==> src/rtl/pac_ras_ctrl_pkg.sv <==
// Shared types and default sizing for the program address controller.
package pac_ras_ctrl_pkg;

  localparam int unsigned PAC_ADDR_W     = 16;
  localparam int unsigned PAC_ISSUE_W    = 4;
  localparam int unsigned PAC_STATE_W    = 8;
  localparam int unsigned PAC_NUM_COND   = 2;
  localparam int unsigned PAC_RAS_DEPTH  = 8;
  localparam int unsigned PAC_WAIT_LIMIT = 15;

  typedef logic [PAC_ADDR_W-1:0]  address_t;
  typedef logic [PAC_ISSUE_W-1:0] issue_no_t;

  typedef enum logic [1:0] {S_IDLE, S_RUN, S_WAIT, S_ERR} pac_fsm_t;

  // Select width that stays at least one bit for a single channel.
  function automatic int unsigned sel_width(input int unsigned n);
    return (n > 1) ? $clog2(n) : 1;
  endfunction

endpackage

==> src/rtl/pac_ras_ctrl_if.sv <==
// Instruction/condition bus between the network stage and the program address controller.
interface pac_ras_ctrl_if
  import pac_ras_ctrl_pkg::*;
#(
  parameter int unsigned ADDR_W   = PAC_ADDR_W,
  parameter int unsigned ISSUE_W  = PAC_ISSUE_W,
  parameter int unsigned STATE_W  = PAC_STATE_W,
  parameter int unsigned NUM_COND = PAC_NUM_COND
);
  localparam int unsigned SEL_W  = sel_width(NUM_COND);
  localparam int unsigned COND_W = $clog2(STATE_W);

  logic                I_Start;
  logic [ADDR_W-1:0]   I_Start_Addr;
  logic                I_Req;
  logic                I_Stall;
  logic [SEL_W-1:0]    I_Sel_CondValid;
  logic [NUM_COND-1:0] I_CondValid;
  logic                I_Jump;
  logic                I_Call;
  logic                I_Return;
  logic                I_Branch;
  logic [ISSUE_W-1:0]  I_Timing_MY;
  logic [ISSUE_W-1:0]  I_Timing_WB;
  logic [STATE_W-1:0]  I_State;
  logic [COND_W-1:0]   I_Cond;
  logic [ADDR_W-1:0]   I_Src;
  logic                O_IFetch;
  logic [ADDR_W-1:0]   O_Address;
  logic                O_StallReq;
  logic                O_StackFull;
  logic                O_StackEmpty;
  logic                O_Error;

  modport master (
    output I_Start, I_Start_Addr, I_Req, I_Stall, I_Sel_CondValid, I_CondValid,
           I_Jump, I_Call, I_Return, I_Branch, I_Timing_MY, I_Timing_WB,
           I_State, I_Cond, I_Src,
    input  O_IFetch, O_Address, O_StallReq, O_StackFull, O_StackEmpty, O_Error
  );

  modport slave (
    input  I_Start, I_Start_Addr, I_Req, I_Stall, I_Sel_CondValid, I_CondValid,
           I_Jump, I_Call, I_Return, I_Branch, I_Timing_MY, I_Timing_WB,
           I_State, I_Cond, I_Src,
    output O_IFetch, O_Address, O_StallReq, O_StackFull, O_StackEmpty, O_Error
  );

endinterface

==> src/rtl/pac_ras_ctrl_ras.sv <==
// Return-address stack: register array indexed by the entry count, flush has priority.
module pac_ras_ctrl_ras #(
  parameter int unsigned DEPTH = 8,
  parameter int unsigned W     = 16
) (
  input  logic         clk,
  input  logic         rst_n,
  input  logic         flush,
  input  logic         push,
  input  logic         pop,
  input  logic [W-1:0] din,
  output logic [W-1:0] top,
  output logic         full,
  output logic         empty
);
  localparam int unsigned PTR_W = $clog2(DEPTH);
  localparam int unsigned CNT_W = PTR_W + 1;

  logic [W-1:0]     mem [DEPTH];
  logic [CNT_W-1:0] count;

  assign full  = (count == CNT_W'(DEPTH));
  assign empty = (count == '0);
  assign top   = mem[PTR_W'(count - CNT_W'(1))];

  always_ff @(posedge clk or negedge rst_n) begin
    if (!rst_n) begin
      count <= '0;
    end else if (flush) begin
      count <= '0;
    end else if (push && !full) begin
      count <= count + CNT_W'(1);
    end else if (pop && !empty) begin
      count <= count - CNT_W'(1);
    end
  end

  // Storage needs no reset: entries above the count are never read.
  always_ff @(posedge clk) begin
    if (push && !full && !flush) begin
      mem[PTR_W'(count)] <= din;
    end
  end

endmodule

==> src/rtl/pac_ras_ctrl.sv <==
// Program address controller: owns the PC, handles jump/call/return/branch and condition waits.
module pac_ras_ctrl
  import pac_ras_ctrl_pkg::*;
#(
  parameter int unsigned ADDR_W     = PAC_ADDR_W,
  parameter int unsigned ISSUE_W    = PAC_ISSUE_W,
  parameter int unsigned STATE_W    = PAC_STATE_W,
  parameter int unsigned NUM_COND   = PAC_NUM_COND,
  parameter int unsigned RAS_DEPTH  = PAC_RAS_DEPTH,
  parameter int unsigned WAIT_LIMIT = PAC_WAIT_LIMIT
) (
  input  logic          clock,
  input  logic          reset,
  pac_ras_ctrl_if.slave bus
);
  localparam int unsigned WCNT_W = $clog2(WAIT_LIMIT + 1);

  pac_fsm_t          state;
  logic [ADDR_W-1:0] pc;
  logic              cond_latch;
  logic [WCNT_W-1:0] wait_cnt;
  logic              ifetch;
  logic              error;

  logic              accept;
  logic              sel_cv;
  logic              timing_ok;
  logic              cond_avail;
  logic              taken;
  logic [ADDR_W-1:0] pc_inc;
  logic [ADDR_W-1:0] pc_br;
  logic              push;
  logic              pop;
  logic [ADDR_W-1:0] ras_top;
  logic              ras_full;
  logic              ras_empty;

  // Opcode decode and branch evaluation shared by the FSM and the stack.
  always_comb begin
    accept     = (state == S_RUN) && bus.I_Req && !bus.I_Stall;
    sel_cv     = bus.I_CondValid[bus.I_Sel_CondValid];
    timing_ok  = (bus.I_Timing_MY == ISSUE_W'(bus.I_Timing_WB + ISSUE_W'(1)));
    cond_avail = cond_latch || sel_cv;
    taken      = bus.I_State[bus.I_Cond];
    pc_inc     = pc + ADDR_W'(1);
    pc_br      = pc + bus.I_Src;
    push       = !bus.I_Start && accept && !bus.I_Jump && bus.I_Call && !ras_full;
    pop        = !bus.I_Start && accept && !bus.I_Jump && !bus.I_Call &&
                 bus.I_Return && !ras_empty;
  end

  pac_ras_ctrl_ras #(
    .DEPTH (RAS_DEPTH),
    .W     (ADDR_W)
  ) u_ras (
    .clk   (clock),
    .rst_n (reset),
    .flush (bus.I_Start),
    .push  (push),
    .pop   (pop),
    .din   (pc_inc),
    .top   (ras_top),
    .full  (ras_full),
    .empty (ras_empty)
  );

  always_ff @(posedge clock or negedge reset) begin
    if (!reset) begin
      state      <= S_IDLE;
      pc         <= '0;
      cond_latch <= 1'b0;
      wait_cnt   <= '0;
      ifetch     <= 1'b0;
      error      <= 1'b0;
    end else begin
      ifetch <= 1'b0;
      if (bus.I_Start) begin
        state      <= S_RUN;
        pc         <= bus.I_Start_Addr;
        cond_latch <= 1'b0;
        wait_cnt   <= '0;
        error      <= 1'b0;
        ifetch     <= 1'b1;
      end else begin
        case (state)
          S_RUN: begin
            if (sel_cv) cond_latch <= 1'b1;
            if (accept) begin
              if (bus.I_Jump) begin
                pc     <= bus.I_Src;
                ifetch <= 1'b1;
              end else if (bus.I_Call) begin
                if (ras_full) begin
                  state <= S_ERR;
                  error <= 1'b1;
                end else begin
                  pc     <= bus.I_Src;
                  ifetch <= 1'b1;
                end
              end else if (bus.I_Return) begin
                if (ras_empty) begin
                  state <= S_ERR;
                  error <= 1'b1;
                end else begin
                  pc     <= ras_top;
                  ifetch <= 1'b1;
                end
              end else if (bus.I_Branch) begin
                if (!timing_ok) begin
                  pc     <= pc_inc;
                  ifetch <= 1'b1;
                end else if (cond_avail) begin
                  pc         <= taken ? pc_br : pc_inc;
                  cond_latch <= 1'b0;
                  ifetch     <= 1'b1;
                end else begin
                  state    <= S_WAIT;
                  wait_cnt <= '0;
                end
              end else begin
                pc     <= pc_inc;
                ifetch <= 1'b1;
              end
            end
          end
          // Upstream holds the branch operands stable while we wait here.
          S_WAIT: begin
            if (sel_cv) begin
              pc     <= taken ? pc_br : pc_inc;
              ifetch <= 1'b1;
              state  <= S_RUN;
            end else if (wait_cnt == WCNT_W'(WAIT_LIMIT - 1)) begin
              state <= S_ERR;
              error <= 1'b1;
            end else begin
              wait_cnt <= wait_cnt + WCNT_W'(1);
            end
          end
          S_IDLE, S_ERR: ;
          default: state <= S_IDLE;
        endcase
      end
    end
  end

  assign bus.O_IFetch     = ifetch;
  assign bus.O_Address    = pc;
  assign bus.O_Error      = error;
  assign bus.O_StallReq   = (state == S_WAIT) && !sel_cv;
  assign bus.O_StackFull  = ras_full;
  assign bus.O_StackEmpty = ras_empty;

endmodule

==> src/flat_wrapper.sv <==
// flat-port wrapper written by rule: the top's interface ports become plain ports
module pac_ras_ctrl_flat import pac_ras_ctrl_pkg::*;
#(
  parameter int unsigned ADDR_W     = PAC_ADDR_W,
  parameter int unsigned ISSUE_W    = PAC_ISSUE_W,
  parameter int unsigned STATE_W    = PAC_STATE_W,
  parameter int unsigned NUM_COND   = PAC_NUM_COND,
  parameter int unsigned RAS_DEPTH  = PAC_RAS_DEPTH,
  parameter int unsigned WAIT_LIMIT = PAC_WAIT_LIMIT
)
  (clock, reset, bus_I_Start, bus_I_Start_Addr, bus_I_Req, bus_I_Stall, bus_I_Sel_CondValid, bus_I_CondValid, bus_I_Jump, bus_I_Call, bus_I_Return, bus_I_Branch, bus_I_Timing_MY, bus_I_Timing_WB, bus_I_State, bus_I_Cond, bus_I_Src, bus_O_IFetch, bus_O_Address, bus_O_StallReq, bus_O_StackFull, bus_O_StackEmpty, bus_O_Error);
  pac_ras_ctrl_if #(.ADDR_W(ADDR_W), .ISSUE_W(ISSUE_W), .STATE_W(STATE_W), .NUM_COND(NUM_COND)) bus_i ();
  input  logic clock;
  input  logic reset;
  input wire logic [$bits(bus_i.I_Start)-1:0] bus_I_Start;
  input wire logic [$bits(bus_i.I_Start_Addr)-1:0] bus_I_Start_Addr;
  input wire logic [$bits(bus_i.I_Req)-1:0] bus_I_Req;
  input wire logic [$bits(bus_i.I_Stall)-1:0] bus_I_Stall;
  input wire logic [$bits(bus_i.I_Sel_CondValid)-1:0] bus_I_Sel_CondValid;
  input wire logic [$bits(bus_i.I_CondValid)-1:0] bus_I_CondValid;
  input wire logic [$bits(bus_i.I_Jump)-1:0] bus_I_Jump;
  input wire logic [$bits(bus_i.I_Call)-1:0] bus_I_Call;
  input wire logic [$bits(bus_i.I_Return)-1:0] bus_I_Return;
  input wire logic [$bits(bus_i.I_Branch)-1:0] bus_I_Branch;
  input wire logic [$bits(bus_i.I_Timing_MY)-1:0] bus_I_Timing_MY;
  input wire logic [$bits(bus_i.I_Timing_WB)-1:0] bus_I_Timing_WB;
  input wire logic [$bits(bus_i.I_State)-1:0] bus_I_State;
  input wire logic [$bits(bus_i.I_Cond)-1:0] bus_I_Cond;
  input wire logic [$bits(bus_i.I_Src)-1:0] bus_I_Src;
  output wire logic [$bits(bus_i.O_IFetch)-1:0] bus_O_IFetch;
  output wire logic [$bits(bus_i.O_Address)-1:0] bus_O_Address;
  output wire logic [$bits(bus_i.O_StallReq)-1:0] bus_O_StallReq;
  output wire logic [$bits(bus_i.O_StackFull)-1:0] bus_O_StackFull;
  output wire logic [$bits(bus_i.O_StackEmpty)-1:0] bus_O_StackEmpty;
  output wire logic [$bits(bus_i.O_Error)-1:0] bus_O_Error;
  assign bus_i.I_Start = bus_I_Start;
  assign bus_i.I_Start_Addr = bus_I_Start_Addr;
  assign bus_i.I_Req = bus_I_Req;
  assign bus_i.I_Stall = bus_I_Stall;
  assign bus_i.I_Sel_CondValid = bus_I_Sel_CondValid;
  assign bus_i.I_CondValid = bus_I_CondValid;
  assign bus_i.I_Jump = bus_I_Jump;
  assign bus_i.I_Call = bus_I_Call;
  assign bus_i.I_Return = bus_I_Return;
  assign bus_i.I_Branch = bus_I_Branch;
  assign bus_i.I_Timing_MY = bus_I_Timing_MY;
  assign bus_i.I_Timing_WB = bus_I_Timing_WB;
  assign bus_i.I_State = bus_I_State;
  assign bus_i.I_Cond = bus_I_Cond;
  assign bus_i.I_Src = bus_I_Src;
  assign bus_O_IFetch = bus_i.O_IFetch;
  assign bus_O_Address = bus_i.O_Address;
  assign bus_O_StallReq = bus_i.O_StallReq;
  assign bus_O_StackFull = bus_i.O_StackFull;
  assign bus_O_StackEmpty = bus_i.O_StackEmpty;
  assign bus_O_Error = bus_i.O_Error;
  pac_ras_ctrl #(.ADDR_W(ADDR_W), .ISSUE_W(ISSUE_W), .STATE_W(STATE_W), .NUM_COND(NUM_COND), .RAS_DEPTH(RAS_DEPTH), .WAIT_LIMIT(WAIT_LIMIT)) u_core (.clock(clock), .reset(reset), .bus(bus_i));
endmodule
==> config.mk <==
export PLATFORM = sky130hd
export DESIGN_NAME = pac_ras_ctrl_flat
export DESIGN_NICKNAME = d
export VERILOG_FILES = /design/src/rtl/pac_ras_ctrl_pkg.sv /design/src/rtl/pac_ras_ctrl_if.sv /design/src/rtl/pac_ras_ctrl_ras.sv /design/src/rtl/pac_ras_ctrl.sv /design/src/flat_wrapper.sv
export SDC_FILE = /design/constraint.sdc
export NUM_CORES = 1
export LEC_CHECK = 0
export CAP_MARGIN = 0
export CORE_ASPECT_RATIO = 0.5
export CORE_UTILIZATION = 40
export CTS_CLUSTER_SIZE = 30
export DETAILED_ROUTE_END_ITERATION = 12
export GPL_ROUTABILITY_DRIVEN = 0
export HOLD_SLACK_MARGIN = 0.02
export PLACE_DENSITY_LB_ADDON = 0.2
export SETUP_SLACK_MARGIN = 0.02
export SLEW_MARGIN = 30
export SYNTH_ARGS = -nofsm -noshare
export SYNTH_HDL_FRONTEND = slang
export SYNTH_HIERARCHICAL = 1
export SYNTH_SLANG_ARGS = --single-unit
==> constraint.sdc <==
create_clock -name clock -period 4.15 [get_ports clock]
set_input_delay 0.83 -clock clock [delete_from_list [all_inputs] [get_ports clock]]
set_output_delay 0.83 -clock clock [all_outputs]
set_load 0.02 [all_outputs]
==> impl_results.md <==
- Fin crit period: 3.46 ns
- Overall Global Routing Usage: 22.0%
- Required @ worst endpoint: roughly 3.3 ns
- Mapped cell area: about 8600 µm²
- Remaining DRCs: 0
- Final setup fails: 0
- Clk buf depth: 2
- First-pass GRT wire length: 35800 µm
- Max-slew violation count: 0
- R2R Setup Slk: approximately 0.86 ns
- Max cap viols: 0
- Min-delay worst type: in2async
- Avg Inst Size Synth: approximately 13 µm²
- Pwr dens: 411 nW/µm²
- Layout cells sized above 1: between 15 and 20%
- Setup CP Type: in2out
- Fin nets: 863
- H-tree depth: 4
- Status: complete, no violations
- Drt wl/cell: ~22 µm
- Synth warnings: 6
- Initial Util: 41.2%
- Slew @ Worst Pin: 0.983 ns
- Via density: 5.83
- CTS tree: built
- Critical path endpoint category: output pin
- Vias in the first global route: just over 6000
- Clock sinks: 157
- Iteration-0 DRC Markers: 618
- Top-area cell type share of the netlist area: 44.8%
- CTS resizes: 0
- Vias: 6196
- Library cells used by synthesis: 71
- Seq pwr share: 43.8%
- Seq/Total Area, Yosys: 53.3%
- Area contributors post-synth: edfxtp_1 (45%), dfrtp_1 (8.5%), mux4_2 (8.4%), ha_1 (3.4%), mux2_2 (3.0%)
- Sw Pwr: approximately 1300 µW
- Critical-path maximum fanout: 5
- Yosys reg bits: 157
- Ant. Diodes: 0
- Core area: ~21000 µm²
- Unrepaired setup endpoints after global routing: no
- Worst-path clk slew: approximately 0.08 ns
- Post-Route Setup TNS: 0 ns
- Port Buffers: 83
- Multi-input gate area: roughly 3800 µm²
- Initial antenna violation count: 0
- Static Leak: 0.00370 µW
- Leading area contributor after synthesis: edfxtp_1
- Die ar.: approximately 22000 µm²
- Post-CTS Setup Bufs: 0
- Post-synth top flop: edfxtp_1
- Area Growth Syn to Fin: 21.3%
- Gate Count Post-Synth: 678
- Post-DRT Antenna Nets: 0
- Clk_lat worst skew: roughly 0.43 ns
- Post-CTS Hold Fix Bufs: 0
- Post-synth EDFFs: 128
- Sequential Area: around 4600 µm²
- Pre-antenna DRT Iters: 5
- Die Span Y: 106 µm
- Worst vdd ir: roughly 0.32 mV
- Num CTS Buffers: 17
- Slew margin rel.: around a third
- Floorplan row count: 37
- Placed cells: 1030
- Setup Skew: ~0.015 ns
- Startpoint Class: input pin
- CP arrival: 2.63 ns
- Final Cycle Share: between 80% and 90%
- Fillers: 1817
- Final wirelength: 23300 µm
- Layout Cells excl Fill: 1062
- Aggregate global routing overflow: 0
- Pint: 2960 µW
- Ys async rst share: 18.5%
- Comb power frac: 19.7%
- Fin. Hold Viols: 0
- Syn_nets: 765
- Post-DP HPWL: 16200 µm
- Clock share of power: 36.5%
- Total I/O pin count: 84
- Post-synth top cells: edfxtp_1 (128), nor2_1 (56), nand2_1 (41)
- Fmax: slightly below 300 MHz
- Die X: 209 µm
- Most frequent cell after synthesis: edfxtp_1
- Largest net degree at the start of global routing: 37
- Clk root buf: clkbuf_16
- Switch share: 30.8%
worst max-delay path, cell delays in order:
cell             delay, ns
clkdlybuf4s50_1       0.50
mux2i_1               0.37
nand2_1               0.19
inv_1                 0.12
clkdlybuf4s50_1       0.62
power groups by stage:
stage	combinational [µW]	clock (µW)	sequential, µW
2_1_floorplan	480	0	1920
3_3_place_gp	813	0	1900
3_5_place_dp	823	0	1900
4_1_cts	830	1590	1870
5_1_grt	916	1640	1880
6_report	844	1560	1870
per-layer routing:
layer  part of all wire [%]  GRT usage, %  up-vias
met3                    6.7          4.20       27
met4                    1.5          7.20        0
met2                     45          33.5      220
li1                       -             -     2839
met1                     47          31.7     3110
met5                      0             0        -
path summary, 6_finish.rpt:
check | startpoint | to | cells after the start
max | bus_I_Sel_CondValid | bus_O_StallReq | 5
max reg2reg | u_core/u_ras/count[1] | u_core/bus.O_Address[15] | 9
min | reset | u_core/bus.O_Address[7] | 1
min reg2reg | u_core/bus.O_Error | u_core/bus.O_Error | 2
min in group clock | u_core/bus.O_Error | u_core/bus.O_Error | 2
max in group asynchronous | reset | u_core/u_ras/count[0] | 2
final cells by class:
class	count	area share, %
tap	273	3.28
timing repair buffer	112	10.0
sequential	157	43.9
inverter	24	0.866
clock inverter	15	1.61
clock buffer	17	4.09
multi-input combinational	464	36.2
stage by stage:
step	power [µW]	setup WS (ns)	hold slack, ns	utilization, %	cell area (µm²)
after global routing	4440	0.488	0.355	50.0	10400
final	4280	0.690	0.341	50.0	10400
after detailed placement	2730	0.338	0.499	47.1	9800
after global placement	2720	0.349	0.493	47.1	9800
after floorplan	2400	0.857	0.497	-	8570
after CTS	4290	0.685	0.515	50.0	10400
placed cells by master, fill, tap and decap left out, types with 12 or more instances in the layout:
cell type and n:
edfxtp_1 128, mux2_2 23, clkbuf_16 17, ha_1 23, xnor2_1 13, nor2_1 56, buf_4 29, mux4_2 32
clkdlybuf4s50_1 82, o21ai_0 23, inv_1 23, and3_1 12, xor2_1 16, dfrtp_1 28, nand3_1 25, a21oi_1 39
mux2i_1 13, nand2_1 41
state kept, by name, indices dropped and copies added, names as in the netlist:
register,flops
u_core/u_ras/mem,128
u_core/cond_latch,1
u_core/bus.O_Address,16
u_core/u_ras/count,4
u_core/state,2
u_core/bus.O_Error,1
u_core/bus.O_IFetch,1
u_core/wait_cnt,4
kinds of logic (layout without fill, tap and decap cells):
group	count (synthesis)	in the layout	synth area share [%]
flip-flops	157	157	53.3
AO/OA/AOI/OAI	149	149	11.9
XOR/XNOR	33	33	3.62
adder cells (fa/ha/maj)	24	24	3.59
buffers and inverters	57	168	3.12
AND/OR/NAND/NOR	187	187	10.6
multiplexers	71	71	13.8
Note: power is estimated with default switching activity, not from simulation.
